`src/rtl/alu_pkg.sv`:
```
// ---------------------------------------------------------------------------
// alu_pkg
//   Shared definitions for the round-robin ALU scheduler slice.
//   - OP_W and the opcode values (OP_ADD..OP_XOR) understood by the ALU
//   - is_valid_op(): true for opcodes the ALU implements (000-101)
//   - rsp_state_t: occupancy of the single response register
// ---------------------------------------------------------------------------
package alu_pkg;

   localparam int OP_W = 3;

   localparam logic [OP_W-1:0] OP_ADD = 3'b000;
   localparam logic [OP_W-1:0] OP_SUB = 3'b001;
   localparam logic [OP_W-1:0] OP_AND = 3'b010;
   localparam logic [OP_W-1:0] OP_OR  = 3'b011;
   localparam logic [OP_W-1:0] OP_NOR = 3'b100;
   localparam logic [OP_W-1:0] OP_XOR = 3'b101;

   // The encoding matches rsp_valid, so the state bit doubles as the flag.
   typedef enum logic {
      RSP_EMPTY = 1'b0,
      RSP_FULL  = 1'b1
   } rsp_state_t;

   function automatic logic is_valid_op(input logic [OP_W-1:0] op);
      return (op <= OP_XOR);
   endfunction

endpackage

```
`src/rtl/alu.sv`:
```
// ---------------------------------------------------------------------------
// alu
//   Purely combinational ALU: ADD/SUB/AND/OR/NOR/XOR. Results are truncated
//   to DATA_WIDTH (ADD/SUB wrap, no carry out). Unsupported opcodes give a
//   zero result with err set.
// Ports
//   ina, inb   in   DATA_WIDTH  operands
//   opcode     in   OP_W        operation select
//   result     out  DATA_WIDTH  operation result
//   zero       out  1           result == 0
//   err        out  1           opcode not supported
// ---------------------------------------------------------------------------
module alu
   import alu_pkg::*;
#(
   parameter int DATA_WIDTH = 4
) (
   input  logic [DATA_WIDTH-1:0] ina,
   input  logic [DATA_WIDTH-1:0] inb,
   input  logic [OP_W-1:0]       opcode,
   output logic [DATA_WIDTH-1:0] result,
   output logic                  zero,
   output logic                  err
);

   // Drop the carry/borrow bit: arithmetic wraps modulo 2^DATA_WIDTH.
   function automatic logic [DATA_WIDTH-1:0] wrap(input logic [DATA_WIDTH:0] v);
      return v[DATA_WIDTH-1:0];
   endfunction

   always_comb begin
      result = '0;
      case (opcode)
         OP_ADD:  result = wrap({1'b0, ina} + {1'b0, inb});
         OP_SUB:  result = wrap({1'b0, ina} - {1'b0, inb});
         OP_AND:  result = ina & inb;
         OP_OR:   result = ina | inb;
         OP_NOR:  result = ~(ina | inb);
         OP_XOR:  result = ina ^ inb;
         default: result = '0;
      endcase
   end

   assign err  = ~is_valid_op(opcode);
   assign zero = (result == '0);

endmodule

```
`src/rtl/rr_arbiter.sv`:
```
// ---------------------------------------------------------------------------
// rr_arbiter
//   Round-robin arbiter. Scans req starting at the internal pointer, upward
//   with wrap; the first asserted request wins. When advance is pulsed the
//   pointer moves to (winner + 1) mod NUM_REQ, otherwise it holds.
// Ports
//   clk, rst_n  in   1        clock, asynchronous active-low reset
//   req         in   NUM_REQ  request vector
//   advance     in   1        winner was accepted this cycle
//   grant       out  NUM_REQ  one-hot grant (zero when no request)
//   idx         out  ID_W     encoded winner index
//   any         out  1        at least one request present
// ---------------------------------------------------------------------------
module rr_arbiter #(
   parameter int NUM_REQ = 4,
   parameter int ID_W    = $clog2(NUM_REQ)
) (
   input  logic               clk,
   input  logic               rst_n,
   input  logic [NUM_REQ-1:0] req,
   input  logic               advance,
   output logic [NUM_REQ-1:0] grant,
   output logic [ID_W-1:0]    idx,
   output logic               any
);

   logic [ID_W-1:0] ptr;
   logic [ID_W-1:0] cand;

   always_comb begin
      grant = '0;
      idx   = '0;
      any   = 1'b0;
      cand  = '0;
      for (int k = 0; k < NUM_REQ; k++) begin
         cand = ID_W'((int'(ptr) + k) % NUM_REQ);
         if (!any && req[cand]) begin
            any         = 1'b1;
            grant[cand] = 1'b1;
            idx         = cand;
         end
      end
   end

   // Pointer only moves on an actual transfer, so a stalled winner keeps priority.
   always_ff @(posedge clk or negedge rst_n) begin
      if (!rst_n) begin
         ptr <= '0;
      end else if (advance) begin
         ptr <= (idx == ID_W'(NUM_REQ - 1)) ? '0 : idx + ID_W'(1);
      end
   end

endmodule

```
`src/rtl/alu_rr_scheduler.sv`:
```
// ---------------------------------------------------------------------------
// alu_rr_scheduler
//   Shares one combinational ALU among NUM_REQ requesters. A round-robin
//   arbiter picks one valid requester per cycle; its operands are muxed into
//   the ALU and the result is captured in a single response register tagged
//   with the requester id. Accepts a new op whenever the response register is
//   empty or being drained, giving one op per cycle at full throughput.
// Ports
//   clk, rst_n   in   1                   clock, asynchronous active-low reset
//   req_valid    in   NUM_REQ             per-requester op valid
//   req_ready    out  NUM_REQ             per-requester accept (one-hot or 0)
//   req_ina      in   NUM_REQ*DATA_WIDTH  operand A, requester i at [i*DATA_WIDTH +: DATA_WIDTH]
//   req_inb      in   NUM_REQ*DATA_WIDTH  operand B, same packing
//   req_opcode   in   NUM_REQ*OP_W        opcode, requester i at [i*OP_W +: OP_W]
//   rsp_valid    out  1                   response valid
//   rsp_ready    in   1                   response consumer ready
//   rsp_data     out  DATA_WIDTH          registered ALU result
//   rsp_id       out  ID_W                requester that issued the op
//   rsp_zero     out  1                   rsp_data == 0
//   rsp_err      out  1                   opcode was unsupported (110/111)
// ---------------------------------------------------------------------------
module alu_rr_scheduler
   import alu_pkg::*;
#(
   parameter int DATA_WIDTH = 4,
   parameter int NUM_REQ    = 4,
   parameter int ID_W       = $clog2(NUM_REQ)
) (
   input  logic                          clk,
   input  logic                          rst_n,
   input  logic [NUM_REQ-1:0]            req_valid,
   output logic [NUM_REQ-1:0]            req_ready,
   input  logic [NUM_REQ*DATA_WIDTH-1:0] req_ina,
   input  logic [NUM_REQ*DATA_WIDTH-1:0] req_inb,
   input  logic [NUM_REQ*OP_W-1:0]       req_opcode,
   output logic                          rsp_valid,
   input  logic                          rsp_ready,
   output logic [DATA_WIDTH-1:0]         rsp_data,
   output logic [ID_W-1:0]               rsp_id,
   output logic                          rsp_zero,
   output logic                          rsp_err
);

   rsp_state_t state, state_nxt;

   logic [NUM_REQ-1:0]    grant_p0;
   logic [ID_W-1:0]       win_id_p0;
   logic                  any_p0;
   logic                  can_accept;
   logic                  xfer_p0;

   logic [DATA_WIDTH-1:0] ina_p0;
   logic [DATA_WIDTH-1:0] inb_p0;
   logic [OP_W-1:0]       op_p0;
   logic [DATA_WIDTH-1:0] alu_res_p0;
   logic                  alu_zero_p0;
   logic                  alu_err_p0;

   logic [DATA_WIDTH-1:0] rsp_data_p1;
   logic [ID_W-1:0]       rsp_id_p1;
   logic                  rsp_zero_p1;
   logic                  rsp_err_p1;

   // ---- stage p0: arbitration, operand mux, ALU ----
   assign can_accept = (state == RSP_EMPTY) | rsp_ready;
   assign xfer_p0    = can_accept & any_p0;
   assign req_ready  = can_accept ? grant_p0 : '0;

   rr_arbiter #(
      .NUM_REQ (NUM_REQ),
      .ID_W    (ID_W)
   ) u_arb (
      .clk     (clk),
      .rst_n   (rst_n),
      .req     (req_valid),
      .advance (xfer_p0),
      .grant   (grant_p0),
      .idx     (win_id_p0),
      .any     (any_p0)
   );

   // One-hot AND-OR mux keyed by the grant vector.
   always_comb begin
      ina_p0 = '0;
      inb_p0 = '0;
      op_p0  = '0;
      for (int k = 0; k < NUM_REQ; k++) begin
         if (grant_p0[k]) begin
            ina_p0 = req_ina[k*DATA_WIDTH +: DATA_WIDTH];
            inb_p0 = req_inb[k*DATA_WIDTH +: DATA_WIDTH];
            op_p0  = req_opcode[k*OP_W +: OP_W];
         end
      end
   end

   alu #(
      .DATA_WIDTH (DATA_WIDTH)
   ) u_alu (
      .ina    (ina_p0),
      .inb    (inb_p0),
      .opcode (op_p0),
      .result (alu_res_p0),
      .zero   (alu_zero_p0),
      .err    (alu_err_p0)
   );

   // ---- stage p1: response register ----
   always_ff @(posedge clk or negedge rst_n) begin
      if (!rst_n) begin
         state <= RSP_EMPTY;
      end else begin
         state <= state_nxt;
      end
   end

   always_comb begin
      state_nxt = state;
      case (state)
         RSP_EMPTY: if (xfer_p0) state_nxt = RSP_FULL;
         RSP_FULL:  if (rsp_ready && !xfer_p0) state_nxt = RSP_EMPTY;
         default:   state_nxt = RSP_EMPTY;
      endcase
   end

   // Payload only loads on a transfer; a stalled response stays stable.
   always_ff @(posedge clk or negedge rst_n) begin
      if (!rst_n) begin
         rsp_data_p1 <= '0;
         rsp_id_p1   <= '0;
         rsp_zero_p1 <= 1'b0;
         rsp_err_p1  <= 1'b0;
      end else if (xfer_p0) begin
         rsp_data_p1 <= alu_res_p0;
         rsp_id_p1   <= win_id_p0;
         rsp_zero_p1 <= alu_zero_p0;
         rsp_err_p1  <= alu_err_p0;
      end
   end

   assign rsp_valid = (state == RSP_FULL);
   assign rsp_data  = rsp_data_p1;
   assign rsp_id    = rsp_id_p1;
   assign rsp_zero  = rsp_zero_p1;
   assign rsp_err   = rsp_err_p1;

endmodule
```
`config.mk`:
```
export PLATFORM = sky130hd
export DESIGN_NAME = alu_rr_scheduler
export DESIGN_NICKNAME = d
export VERILOG_FILES = /design/src/rtl/alu_pkg.sv /design/src/rtl/alu.sv /design/src/rtl/rr_arbiter.sv /design/src/rtl/alu_rr_scheduler.sv
export SDC_FILE = /design/constraint.sdc
export NUM_CORES = 1
export LEC_CHECK = 0
export CORE_MARGIN = 1.5
export CORE_UTILIZATION = 40
export CTS_BUF_LIST = sky130_fd_sc_hd__clkbuf_16
export CTS_CLUSTER_SIZE = 28
export DETAILED_ROUTE_END_ITERATION = 6
export PLACE_DENSITY_LB_ADDON = 0.2
export SYNTH_ARGS = -nofsm -noshare
export SYNTH_HDL_FRONTEND = slang
export SYNTH_HIERARCHICAL = 1
export SYNTH_SLANG_ARGS = --single-unit
```
`constraint.sdc`:
```
create_clock -name clk -period 4.5 [get_ports clk]
set_input_delay 0.9 -clock clk [delete_from_list [all_inputs] [get_ports clk]]
set_output_delay 0.9 -clock clk [all_outputs]
set_load 0.02 [all_outputs]
```
==> flow_metrics.env <==
export IMPL_status="finished, final reports clean"
export IMPL_n_fill_cell=312
export IMPL_fin_crit_sh=0.9948
export IMPL_ys_seq_area_frac=0.1611
export IMPL_critPathRequiredTime_ns=4.68
export IMPL_viasPerCell=5.288
export IMPL_core_area_um2=4058
export IMPL_numCtsBuffers=3
export IMPL_clockBufferDepth=2
export IMPL_synth_async_reset_ratio=1.000
export IMPL_io_buffers=63
export IMPL_slew_violations=0
export IMPL_num_antenna_cells=0
export IMPL_fin_skew_ns=0.003235
export IMPL_syn_avg_cell_area_um2=8.902
export IMPL_hold_ws_ns=0.4886
export IMPL_syn2layout_area_growth_pct=74.74
export IMPL_drive_gt1_frac=0.3553
export IMPL_mostFrequentLayoutCells="59 x clkdlybuf4s50_1, 52 x buf_4, 15 x ha_1"
export IMPL_fmax_ghz=0.2234
export IMPL_die_h_um=68.37
export IMPL_grt_max_degree=16
export IMPL_yosys_warnings=6
export IMPL_slew_headroom=0.6776
export IMPL_timing_final_hold_violations=0
export IMPL_crit_fanout=8
export IMPL_cts_tree="done"
export IMPL_maxCapViolations=0
export IMPL_use_met3=0.02632
export IMPL_synthCells=192
export IMPL_synthFlopType="dfrtp_1"
export IMPL_nets=374
export IMPL_totalWireLength_mm=5.347
export IMPL_track_usage=0.2117
export IMPL_dp_hpwl_mm=4.002
export IMPL_layout_setup_ws_ns=0.02331
export IMPL_gp_congestion=0.8422
export IMPL_wire_per_inst_um=15.10
export IMPL_final_cells=354
export IMPL_rsz0062_at_grt="yes"
export IMPL_end_kind="register"
export IMPL_grt_pass1_vias=1724
export IMPL_num_rows=23
export IMPL_route_detailed_drc=0
export IMPL_die_w_um=68.37
export IMPL_synth_distinct_cells=50
export IMPL_hold_end="rsp_id[1]$_DFFE_PN0P_"
export IMPL_final_common_cell="clkdlybuf4s50_1"
export IMPL_synth_seq_cells=11
export IMPL_min_delay_path_class="register to register"
export IMPL_overflow=0
export IMPL_critPathLaunchType="primary input"
export IMPL_setup_viol=0
export IMPL_post_place_cells=341
export IMPL_worstSetupPathType="primary input to register"
export IMPL_clk_latency_ns=0.24
export IMPL_start_util=0.4212
export IMPL_hold_start="rsp_id[1]$_DFFE_PN0P_"
export IMPL_grt_busiest_layer="met2"
export IMPL_use_met2=0.4053
export IMPL_drt_iter0_drc=68
export IMPL_worst_pin_slew_ns=0.4820
export IMPL_worstPathArrival_ns=4.65
export IMPL_synth_fp_nets=261
export IMPL_num_io_pins=64
export IMPL_period_minus_slack_ns=4.477
export IMPL_cts_root_buffer="clkbuf_16"
export IMPL_grt_first_pass_wirelength_mm=7.686
export IMPL_vias=1872
export IMPL_holdBufCountCts=0
export IMPL_clk_pin_slew_ns=0.04
export IMPL_r2r_cells=22
export IMPL_first_pass_iters=4
export IMPL_use_met1=0.2578
export IMPL_synth_edff_count=0
export IMPL_syn_cell_area_um2=1709
export IMPL_holdPathStages=1
export IMPL_dieArea_um2=4674
export IMPL_antenna_found_initial=0
export IMPL_regToRegSetupSlack_ns=0.13
export IMPL_r2r_end="rsp_zero$_DFFE_PN0P_"
export IMPL_fin_tns_setup_ns=0
export IMPL_htreeDepth=1
export IMPL_cts_sinks=11
export IMPL_place_ws_ns=-0.6423
export IMPL_drt_antenna_violating_nets=0
## worst max-delay path by stage
stage                       startpoint                   end
after floorplan           req_valid[2]  rsp_zero$_DFFE_PN0P_
after global placement    req_valid[3]  rsp_zero$_DFFE_PN0P_
final                     req_valid[2]  rsp_zero$_DFFE_PN0P_
after global routing      req_valid[2]  rsp_zero$_DFFE_PN0P_
after detailed placement  req_valid[2]  rsp_zero$_DFFE_PN0P_
after CTS                 req_valid[2]  rsp_zero$_DFFE_PN0P_
## Yosys cell counts (all sizes together) (4+ instances only)
master | number | area (um2)
ha | 17 | 212.7
a22oi | 16 | 125.1
a21oi | 15 | 75.07
inv | 15 | 56.30
mux2 | 13 | 150.1
nor2 | 13 | 48.80
dfrtp | 11 | 275.3
o22ai | 10 | 68.81
nand2 | 9 | 41.29
buf | 7 | 47.54
and2 | 6 | 37.54
nor2b | 6 | 40.04
o21ai | 6 | 30.03
mux2i | 5 | 50.05
xnor2 | 5 | 43.79
a221o | 4 | 40.04
mux4 | 4 | 97.59
nand2b | 4 | 32.53
## flip-flops by register name, summed over array words and instances, names as in the netlist, named ones only
register,flops
rsp_data,4
rsp_id,2
rsp_err,1
rsp_valid,1
rsp_zero,1
u_arb/ptr,1
## timing repair
action / in CTS / in global routing
pin swaps: 5 / 13
setup buffers: 4 / 5
endpoints found under the setup margin: 4 / 3
resized for setup: 18 / 34
## worst max-delay path, stage by stage
cell      delay [ns]
buf_8           0.10
mux4_2          0.55
buf_6           0.16
nor2b_4         0.16
a22oi_1         0.09
nor2_1          0.12
a221o_1         0.19
bufinv_8        0.22
o22ai_1         0.21
a21oi_2         0.09
nor2_4          0.17
nand2_1         0.10
nand2_1         0.09
o21ai_2         0.07
fa_2            0.34
xnor2_1         0.13
a22o_1          0.21
a21o_1          0.17
nor4b_2         0.25
o31a_1          0.19
mux2_4          0.15
## layer usage
layer / vias up / part of all wire
met3: 5 / 0.048
met4: 0 / 0.0054
met1: 870 / 0.43
met5: - / 0
li1: 943 / -
met2: 54 / 0.52
## final cells by class
cell class	instances	area [um2]	share of cell area
multi-input combinational	156	1443	0.4830
timing repair buffer	117	1052	0.3523
sequential	11	276.5	0.09258
clock buffer	3	75.07	0.02514
inverter	16	73.82	0.02472
tap	50	62.56	0.02095
clock inverter	1	3.754	0.001257
## metrics by stage
stage / area [um2] / util
6_report: 2987 / 0.7360
5_1_grt: 2987 / 0.7360
4_1_cts: 2850 / 0.7024
3_5_place_dp: 2719 / 0.6701
3_3_place_gp: 2719 / 0.6701
2_1_floorplan: 1750 / -
## cells by family after synthesis
family | count (synthesis) | share of synthesized area
and+or+nand+nor | 45 | 0.1530
AOI/OAI and AO/OA | 66 | 0.2738
adders and majority gates | 18 | 0.1362
buffers and inverters | 25 | 0.07613
muxes | 22 | 0.1742
xor gates and xnor gates | 5 | 0.02562
DFF | 11 | 0.1611
Power is not shown: default switching activity piles up to over one toggle a cycle in this logic, so the estimate is an artifact.
